==> config.mk <==
export PLATFORM = sky130hd
export DESIGN_NAME = logic_axi4_stream_upsizer_main
export DESIGN_NICKNAME = d
export VERILOG_FILES = /design/src/rtl/logic_axi4_stream_upsizer_main.sv
export SDC_FILE = /design/constraint.sdc
export NUM_CORES = 1
export LEC_CHECK = 0
export CAP_MARGIN = 5
export CORE_MARGIN = 10
export CORE_UTILIZATION = 53
export DETAILED_ROUTE_END_ITERATION = 8
export PLACE_DENSITY = 0.89
export SLEW_MARGIN = 20
export SYNTH_ARGS = -nofsm -noshare
export SYNTH_HDL_FRONTEND = slang
export SYNTH_SLANG_ARGS = --single-unit
==> constraint.sdc <==
create_clock -name aclk -period 2.5 [get_ports aclk]
set_clock_uncertainty 0.1 [all_clocks]
set_input_delay 0.375 -clock aclk [delete_from_list [all_inputs] [get_ports aclk]]
set_output_delay 0.375 -clock aclk [all_outputs]
set_load 0.005 [all_outputs]
==> src/rtl/logic_axi4_stream_upsizer_main.sv <==
// Purpose : packs N consecutive narrow AXI4-Stream beats (little-endian lanes) into one wide beat.
// Latency : 1 cycle from the completing rx beat to tx_tvalid_o; one rx beat per cycle sustained.
// Backpressure: rx_tready_o = !out_valid || tx_tready_i, except one stall cycle when a tid/tdest
//               change lands on a tlast beat (flush first, accept that beat next cycle).
// Ports: aclk/areset (sync, active-high); rx_* narrow slave stream; tx_* wide master stream.
module logic_axi4_stream_upsizer_main #(
    parameter int RX_TDATA_BYTES = 1,
    parameter int TX_TDATA_BYTES = 4,
    parameter int RX_TUSER_WIDTH = 1,
    parameter int TX_TUSER_WIDTH = RX_TUSER_WIDTH * (TX_TDATA_BYTES / RX_TDATA_BYTES),
    parameter int TDEST_WIDTH    = 1,
    parameter int TID_WIDTH      = 1,
    parameter int USE_TLAST      = 1,
    parameter int USE_TKEEP      = 1,
    parameter int USE_TSTRB      = 1
) (
    input  logic                        aclk,
    input  logic                        areset,
    input  logic                        rx_tvalid_i,
    output logic                        rx_tready_o,
    input  logic [RX_TDATA_BYTES*8-1:0] rx_tdata_i,
    input  logic [RX_TDATA_BYTES-1:0]   rx_tkeep_i,
    input  logic [RX_TDATA_BYTES-1:0]   rx_tstrb_i,
    input  logic [RX_TUSER_WIDTH-1:0]   rx_tuser_i,
    input  logic [TID_WIDTH-1:0]        rx_tid_i,
    input  logic [TDEST_WIDTH-1:0]      rx_tdest_i,
    input  logic                        rx_tlast_i,
    output logic                        tx_tvalid_o,
    input  logic                        tx_tready_i,
    output logic [TX_TDATA_BYTES*8-1:0] tx_tdata_o,
    output logic [TX_TDATA_BYTES-1:0]   tx_tkeep_o,
    output logic [TX_TDATA_BYTES-1:0]   tx_tstrb_o,
    output logic [TX_TUSER_WIDTH-1:0]   tx_tuser_o,
    output logic [TID_WIDTH-1:0]        tx_tid_o,
    output logic [TDEST_WIDTH-1:0]      tx_tdest_o,
    output logic                        tx_tlast_o
);

    localparam int N   = TX_TDATA_BYTES / RX_TDATA_BYTES;
    localparam int CW  = (N > 1) ? $clog2(N) : 1;
    localparam int RDW = RX_TDATA_BYTES * 8;
    localparam int RKW = RX_TDATA_BYTES;
    localparam int RUW = RX_TUSER_WIDTH;
    localparam int TDW = TX_TDATA_BYTES * 8;
    localparam int TKW = TX_TDATA_BYTES;
    localparam logic [CW-1:0] CNT_MAX = CW'(N - 1);

    // Accumulator (top lane is never written; the completing beat goes straight to the output)
    logic [CW-1:0]             cnt_q, cnt_d;
    logic [TDW-1:0]            acc_data_q, acc_data_d;
    logic [TKW-1:0]            acc_keep_q, acc_keep_d;
    logic [TKW-1:0]            acc_strb_q, acc_strb_d;
    logic [TX_TUSER_WIDTH-1:0] acc_user_q, acc_user_d;
    logic [TID_WIDTH-1:0]      hold_tid_q, hold_tid_d;
    logic [TDEST_WIDTH-1:0]    hold_tdest_q, hold_tdest_d;

    // Registered output stage
    logic                      out_valid_q, out_valid_d;
    logic [TDW-1:0]            out_data_q, out_data_d;
    logic [TKW-1:0]            out_keep_q, out_keep_d;
    logic [TKW-1:0]            out_strb_q, out_strb_d;
    logic [TX_TUSER_WIDTH-1:0] out_user_q, out_user_d;
    logic [TID_WIDTH-1:0]      out_tid_q, out_tid_d;
    logic [TDEST_WIDTH-1:0]    out_tdest_q, out_tdest_d;
    logic                      out_last_q, out_last_d;

    // Candidate output words: lanes below cnt (flush) and that plus the current beat (complete)
    logic [TDW-1:0]            flush_data, comp_data;
    logic [TKW-1:0]            flush_keep, comp_keep;
    logic [TKW-1:0]            flush_strb, comp_strb;
    logic [TX_TUSER_WIDTH-1:0] flush_user, comp_user;

    logic stage_rdy;
    logic last_beat;
    logic id_diff;
    logic flush_hold;
    logic flush_go;
    logic accept;

    assign stage_rdy  = !out_valid_q || tx_tready_i;
    assign last_beat  = (USE_TLAST != 0) && rx_tlast_i;
    assign id_diff    = (cnt_q != '0) && ((rx_tid_i != hold_tid_q) || (rx_tdest_i != hold_tdest_q));
    // A tlast beat with new ids would need two output words at once: flush now, take it next cycle.
    assign flush_hold = id_diff && last_beat;
    assign rx_tready_o = stage_rdy && !(rx_tvalid_i && flush_hold);
    assign accept     = rx_tvalid_i && rx_tready_o;
    assign flush_go   = rx_tvalid_i && stage_rdy && flush_hold;

    always_comb begin
        flush_data = '0;
        flush_keep = '0;
        flush_strb = '0;
        flush_user = '0;
        for (int k = 0; k < N; k++) begin
            if (k < int'(cnt_q)) begin
                flush_data[k*RDW +: RDW] = acc_data_q[k*RDW +: RDW];
                flush_keep[k*RKW +: RKW] = acc_keep_q[k*RKW +: RKW];
                flush_strb[k*RKW +: RKW] = acc_strb_q[k*RKW +: RKW];
                flush_user[k*RUW +: RUW] = acc_user_q[k*RUW +: RUW];
            end
        end
        comp_data = flush_data;
        comp_keep = flush_keep;
        comp_strb = flush_strb;
        comp_user = flush_user;
        for (int k = 0; k < N; k++) begin
            if (k == int'(cnt_q)) begin
                comp_data[k*RDW +: RDW] = rx_tdata_i;
                comp_keep[k*RKW +: RKW] = rx_tkeep_i;
                comp_strb[k*RKW +: RKW] = rx_tstrb_i;
                comp_user[k*RUW +: RUW] = rx_tuser_i;
            end
        end
    end

    always_comb begin
        cnt_d        = cnt_q;
        acc_data_d   = acc_data_q;
        acc_keep_d   = acc_keep_q;
        acc_strb_d   = acc_strb_q;
        acc_user_d   = acc_user_q;
        hold_tid_d   = hold_tid_q;
        hold_tdest_d = hold_tdest_q;
        // Valid drops on a tx handshake unless a new word is loaded below
        out_valid_d  = out_valid_q && !tx_tready_i;
        out_data_d   = out_data_q;
        out_keep_d   = out_keep_q;
        out_strb_d   = out_strb_q;
        out_user_d   = out_user_q;
        out_tid_d    = out_tid_q;
        out_tdest_d  = out_tdest_q;
        out_last_d   = out_last_q;

        if (flush_go || (accept && id_diff)) begin
            // Emit the partial word under the old ids
            out_valid_d = 1'b1;
            out_data_d  = flush_data;
            out_keep_d  = flush_keep;
            out_strb_d  = flush_strb;
            out_user_d  = flush_user;
            out_tid_d   = hold_tid_q;
            out_tdest_d = hold_tdest_q;
            out_last_d  = 1'b0;
            cnt_d       = '0;
            if (accept) begin
                // Current beat starts a fresh accumulation in lane 0
                acc_data_d[RDW-1:0] = rx_tdata_i;
                acc_keep_d[RKW-1:0] = rx_tkeep_i;
                acc_strb_d[RKW-1:0] = rx_tstrb_i;
                acc_user_d[RUW-1:0] = rx_tuser_i;
                hold_tid_d          = rx_tid_i;
                hold_tdest_d        = rx_tdest_i;
                cnt_d               = CW'(1);
            end
        end else if (accept && ((cnt_q == CNT_MAX) || last_beat)) begin
            out_valid_d = 1'b1;
            out_data_d  = comp_data;
            out_keep_d  = comp_keep;
            out_strb_d  = comp_strb;
            out_user_d  = comp_user;
            out_tid_d   = (cnt_q == '0) ? rx_tid_i : hold_tid_q;
            out_tdest_d = (cnt_q == '0) ? rx_tdest_i : hold_tdest_q;
            out_last_d  = last_beat;
            cnt_d       = '0;
        end else if (accept) begin
            for (int k = 0; k < N; k++) begin
                if (k == int'(cnt_q)) begin
                    acc_data_d[k*RDW +: RDW] = rx_tdata_i;
                    acc_keep_d[k*RKW +: RKW] = rx_tkeep_i;
                    acc_strb_d[k*RKW +: RKW] = rx_tstrb_i;
                    acc_user_d[k*RUW +: RUW] = rx_tuser_i;
                end
            end
            if (cnt_q == '0) begin
                hold_tid_d   = rx_tid_i;
                hold_tdest_d = rx_tdest_i;
            end
            cnt_d = cnt_q + 1'b1;
        end
    end

    always_ff @(posedge aclk) begin
        if (areset) begin
            cnt_q        <= '0;
            acc_data_q   <= '0;
            acc_keep_q   <= '0;
            acc_strb_q   <= '0;
            acc_user_q   <= '0;
            hold_tid_q   <= '0;
            hold_tdest_q <= '0;
            out_valid_q  <= 1'b0;
            out_data_q   <= '0;
            out_keep_q   <= '0;
            out_strb_q   <= '0;
            out_user_q   <= '0;
            out_tid_q    <= '0;
            out_tdest_q  <= '0;
            out_last_q   <= 1'b0;
        end else begin
            cnt_q        <= cnt_d;
            acc_data_q   <= acc_data_d;
            acc_keep_q   <= acc_keep_d;
            acc_strb_q   <= acc_strb_d;
            acc_user_q   <= acc_user_d;
            hold_tid_q   <= hold_tid_d;
            hold_tdest_q <= hold_tdest_d;
            out_valid_q  <= out_valid_d;
            out_data_q   <= out_data_d;
            out_keep_q   <= out_keep_d;
            out_strb_q   <= out_strb_d;
            out_user_q   <= out_user_d;
            out_tid_q    <= out_tid_d;
            out_tdest_q  <= out_tdest_d;
            out_last_q   <= out_last_d;
        end
    end

    assign tx_tvalid_o = out_valid_q;
    assign tx_tdata_o  = out_data_q;
    assign tx_tkeep_o  = (USE_TKEEP != 0) ? out_keep_q : '1;
    assign tx_tstrb_o  = (USE_TSTRB != 0) ? out_strb_q : '1;
    assign tx_tuser_o  = out_user_q;
    assign tx_tid_o    = out_tid_q;
    assign tx_tdest_o  = out_tdest_q;
    assign tx_tlast_o  = out_last_q;

endmodule

Yosys cells after proc, flatten, opt, wreduce, memory -nomap -nowiden --
Index checks and enable logic that the tools add are counted.
Storage, ports and cells: bits in registers 85, input bits 18, output and inout bits 49, word-level logic and storage cells 146
Operators by class: add/subtract/negate cells 1, magnitude comparators 3, equal/unequal tests 8, mux-type cells 76, bitwise logic cells 2, reduce and logical (&&, ||, !) cells 29
Operator list (number):
- 8-bit 2-to-1 mux | 12
- 1-bit 2-to-1 mux | 53
- 24-bit 2-to-1 mux | 2
- 3-bit 2-to-1 mux | 6
- 4-bit AND reduction | 3
- 1-bit logical AND | 10
- 2-bit nonzero test | 4
- 2-bit 2-to-1 mux | 3
- 2-bit == test, first input constant | 2
- 2-bit logical NOT | 2
- 1-bit logical OR | 4
- 1-bit by 2-bit less-than comparator with 1-bit output, first input constant | 2
- 2-bit != test, second input constant | 2
- 1-bit logical NOT | 3
- 3-bit AND reduction | 1
- 3-bit nonzero test | 1
- 2-bit by 1-bit adder with 2-bit output, second input constant | 1
- 1-bit by 2-bit == test with 1-bit output, first input constant | 1
- 2-bit == test, second input constant | 1
- 2-bit less-than comparator, first input constant | 1
- 1-bit != test | 2
- 1-bit inverter | 2
- 2-bit OR reduction | 1

Longest topological paths before layout --
depth in word-level cells 12, gate-level depth with buffers 9

Least setup slack after synthesis --
No wires, ideal clock.
path type flip-flop to flip-flop, start reg cnt_q[1], end reg out_data_q[24] (netlist: tx_tdata_o[24]), library setup time 117 ps, arrival time 2091 ps, data required time 2283 ps, setup slack 192 ps, stages on the path, launching flop included 9, buffers on the path 3, clock period less this slack 2308 ps, cell sequence dfxtp_1 -> clkbuf_1 -> inv_1 -> ha_1 -> buf_2 -> a2111oi_4 -> nor3_1 -> clkbuf_1 -> a22o_1
Between the ends: cells in the longest elaborated chain, start to end 10, elaborated cells on any way between the ends 16, those cells by class 2 x eq/ne; 1 x mux; 13 x reduce/logical
Ends and longest elaborated chain:
- start, declared | RTL line 49 | logic [CW-1:0] cnt_q, cnt_d;
- start signal, assigned | RTL line 200 | cnt_q <= cnt_d;
- 2-bit nonzero test | RTL line 82 | assign id_diff = (cnt_q != '0) && ((rx_tid_i != hold_tid_q) || (rx_tdest_i != hold_tdest_q));
- 1-bit logical AND | RTL line 82
- 1-bit logical AND | RTL line 84 | assign flush_hold = id_diff && last_beat;
- 1-bit logical AND | RTL line 85 | assign rx_tready_o = stage_rdy && !(rx_tvalid_i && flush_hold);
- 1-bit logical NOT | RTL line 85
- 1-bit logical AND | RTL line 85
- 1-bit logical AND | RTL line 86 | assign accept = rx_tvalid_i && rx_tready_o;
- 1-bit logical AND | RTL line 134 | if (flush_go || (accept && id_diff)) begin
- 1-bit logical OR | RTL line 134
- 2-bit OR reduction (no line)
- end signal, assigned | RTL line 208 | out_data_q <= out_data_d;
- end, declared | RTL line 59 | logic [TDW-1:0] out_data_q, out_data_d;
Parallel ways exist; a longest one is shown, timed or not. A chain may end at the register's enable or synchronous reset.

Worst setup path in the final report --
start in rx_tdest_i, end out rx_tready_o
Between the ends: cells in the longest elaborated chain, start to end 7
Ends and longest elaborated chain:
- start, declared | RTL line 26 | input logic [TDEST_WIDTH-1:0] rx_tdest_i,
- 1-bit != test | RTL line 82
- 1-bit logical OR | RTL line 82
- 1-bit logical AND | RTL line 82
- 1-bit logical AND | RTL line 84
- 1-bit logical AND | RTL line 85
- 1-bit logical NOT | RTL line 85
- 1-bit logical AND | RTL line 85
- end, declared | RTL line 20 | output logic rx_tready_o,
No other way between the ends.

==> impl_metrics.tcl <==
set metrics [dict create \
    num_rows 31 \
    clock_sinks 85 \
    finish.instance_area_um2 4961 \
    path_clk_slew_ns 0.08 \
    place_congestion 0.8838 \
    htree_num_levels 3 \
    drt_pre_antenna_iters 4 \
    grt_pass1_vias 3265 \
    p_per_area_nw_per_um2 599.6 \
    drt_wl_total_um 10490 \
    ys_types 35 \
    period_share_pct 96.85 \
    drv_cap 0 \
    pre_cts_ws_ns -0.0005413 \
    yosys_warnings 0 \
    numCtsBuffers 9 \
    mappedNetlistArea_um2 3981 \
    root_buffer "clkbuf_8" \
    layout_setup_ws_ns 0.07883 \
    drive_above_1_share_pct 9.644 \
    cts_setup_buffers 0 \
    min_path_type "register to register" \
    grt_overflow 0 \
    postRouteAntennaNets 0 \
    cts_tree "yes" \
    port_buffers 66 \
    tightest_slew_ns 0.9228 \
    first_iter_violations 224 \
    relSlewSlack_pct 38.41 \
    outcome "finished clean" \
    diodes 0 \
    worst-path-max-fanout 4 \
    routedWlPerCell_um 18.21 \
    antenna_found_initial 0 \
    p_leak_nw 1.936 \
    rsz0062_at_grt "no" \
    hold_violations 0 \
    critical_path_class "primary input to primary output" \
    grt_pass1_wl_um 16840 \
    cp_data_arrival_time_ns 1.95 \
    vias 3335 \
    finalSetupViolCount 0 \
    route.detailed.drc 0 \
    fp.coreArea_um2 7292 \
    finalMaxSlewViolations 0 \
    fin_crit_ns 2.421 \
    ir_worst_vdd_mv 0.3132 \
    die_area_um2 11380 \
    clock_path_buffers 2 \
    end_kind "primary output" \
    worstSkewPairLatency_ns 0.35 \
    syn_nets 436 \
    fmax_mhz 413.0 \
    avgSynthCellArea_um2 9.640 \
    ys_seq_area_share_pct 42.74 \
    dp_hpwl_um 7503 \
    routed_via_density 5.790 \
    die_w_um 106.7 \
    netlist_instances 413 \
    fillers 581 \
    grt_start_max_net_pins 48 \
    placed_area_um2 4746 \
    ios 67 \
    start_util_pct 54.60 \
    worstPathRequired_ns 2.03 \
    die_y_um 106.7 \
    grt.total_usage_pct 17.98 \
    cp-start-kind "primary input" \
    synth-seq-cells 85 \
    area_delta_synth_final_pct 24.61 \
    nets 496 \
    cts_hold_buf 0 \
]
[critical path, stage by stage]
cell	delay, ns
clkdlybuf4s50_1	0.54
xnor2_4	0.26
a21oi_2	0.09
a31oi_1	0.17
clkdlybuf4s50_1	0.52
[cells by family after synthesis]
family / synth area share (%)
AND/OR/NAND/NOR: 16.41
adder cells (fa/ha/maj): 1.571
AO/OA/AOI/OAI: 19.80
multiplexers: 12.07
XOR/XNOR: 0.8171
flip-flops: 42.74
buffers and inverters: 6.600
[layout make-up]
type	count	area [um^2]	area share, %
inverters	27	101.3	2.043
clock inverters	5	52.55	1.059
multi-input cells	265	2056	41.44
well taps	99	123.9	2.497
clock buffers	10	127.6	2.573
repair buffers	85	798.3	16.09
flip-flops and latches	85	1702	34.30
[cells in the final DEF, fill, tap and decap left out, drive strengths merged]
master and n:
dfxtp 85, a21o 1, a2111o 1, a221oi 23, buf 20, and3 1, or3 4, a31oi 1
nor3 17, xnor2 2, a22o 11, o21ai 22, inv 27, nor2b 1, nand3 2, clkdlybuf4s50 65
mux2i 48, and2 21, clkinv 3, ha 5, a21oi 4, bufinv 1, a2111oi 2, a211o 1
clkbuf 10, a211oi 14, nand2b 50, nor2 3, o211ai 21, nor4b 1, nor4 1, nand2 7
clkinvlp 1, a32oi 1
[sequential cells by signal, summed over array words and instances, names as in the netlist]
register / cells
cnt_q: 2
hold_tid_q: 1
tx_tdest_o: 1
acc_keep_q: 3
tx_tstrb_o: 4
tx_tkeep_o: 4
hold_tdest_q: 1
tx_tlast_o: 1
acc_data_q: 24
tx_tdata_o: 32
tx_tvalid_o: 1
tx_tuser_o: 4
acc_strb_q: 3
tx_tid_o: 1
acc_user_q: 3
[stage by stage]
step | hold WS, ns | instances | setup TNS [ns] | utilization, % | total power [mW]
6_report | 0.3679 | 576 | 0 | 68.03 | 2.975
5_1_grt | 0.3995 | 576 | 0 | 68.03 | 3.109
4_1_cts | 0.3723 | 576 | 0 | 67.59 | 2.966
3_5_place_dp | 0.3605 | 561 | -0.0005413 | 65.08 | 2.064
3_3_place_gp | 0.3556 | 561 | 0 | 65.08 | 2.045
2_1_floorplan | 0.3481 | 413 | 0 | - | 1.814
[repair_timing]
item                                    CTS  global route
endpoints found under the hold margin     0             0
endpoints found under the setup margin    1             1
resized for setup                         1             3
[cell usage after synthesis]
library cell | instances | area [um^2]
a211o_1 | 1 | 8.760
or3_1 | 4 | 25.02
and2_1 | 21 | 131.4
inv_1 | 27 | 101.4
a221oi_1 | 23 | 201.4
ha_1 | 5 | 62.56
buf_6 | 2 | 22.52
nor2_1 | 2 | 7.510
nor4b_2 | 1 | 15.01
nor2_2 | 1 | 6.260
nand3_1 | 2 | 10.01
a211oi_1 | 13 | 97.59
clkbuf_1 | 25 | 93.84
o211ai_1 | 21 | 157.7
nor3_1 | 14 | 70.07
nand2_1 | 7 | 26.28
a21oi_1 | 4 | 20.02
a21o_1 | 1 | 7.510
nor4_1 | 1 | 6.260
mux2i_1 | 48 | 480.5
a2111o_1 | 1 | 11.26
a2111oi_4 | 1 | 27.53
o21ai_0 | 22 | 110.1
a211oi_4 | 1 | 20.02
dfxtp_1 | 85 | 1702
and3_1 | 1 | 6.260
buf_2 | 9 | 45.04
nor3_2 | 3 | 30.03
a31oi_1 | 1 | 6.260
a2111oi_2 | 1 | 15.01
nor2b_1 | 1 | 6.260
nand2b_1 | 50 | 312.8
xnor2_2 | 2 | 32.53
a22o_1 | 11 | 96.34
a32oi_1 | 1 | 8.760
[final timing paths]
check | startpoint | end | slack (ns) | depth (start not counted)
max reg2reg | cnt_q[0]$_SDFFE_PP0P_ | tx_tdata_o[11]$_SDFFE_PP0P_ | 0.32 | 5
max | rx_tdest_i | rx_tready_o | 0.08 | 5
min | tx_tstrb_o[2]$_SDFFE_PP0P_ | tx_tstrb_o[2]$_SDFFE_PP0P_ | 0.37 | 2
min reg2reg | tx_tstrb_o[2]$_SDFFE_PP0P_ | tx_tstrb_o[2]$_SDFFE_PP0P_ | 0.37 | 2
[power by group]
part / leakage (nW) / switching, mW / total, mW / internal (mW)
Combinational: 1.15 / 0.289 / 0.575 / 0.286
Clock: 0.0919 / 0.470 / 0.921 / 0.452
Sequential: 0.693 / 0.0464 / 1.48 / 1.43
Total: 1.94 / 0.805 / 2.97 / 2.17
[metal layers]
layer	track usage, %	vias to the layer above	wire length, um
met3	3.593	15	798
li1	-	1604	-
met5	0	-	0
met4	6.286	0	151
met1	23.57	1578	4590
met2	28.71	138	4949
Note: power is estimated with default switching activity, not from simulation.
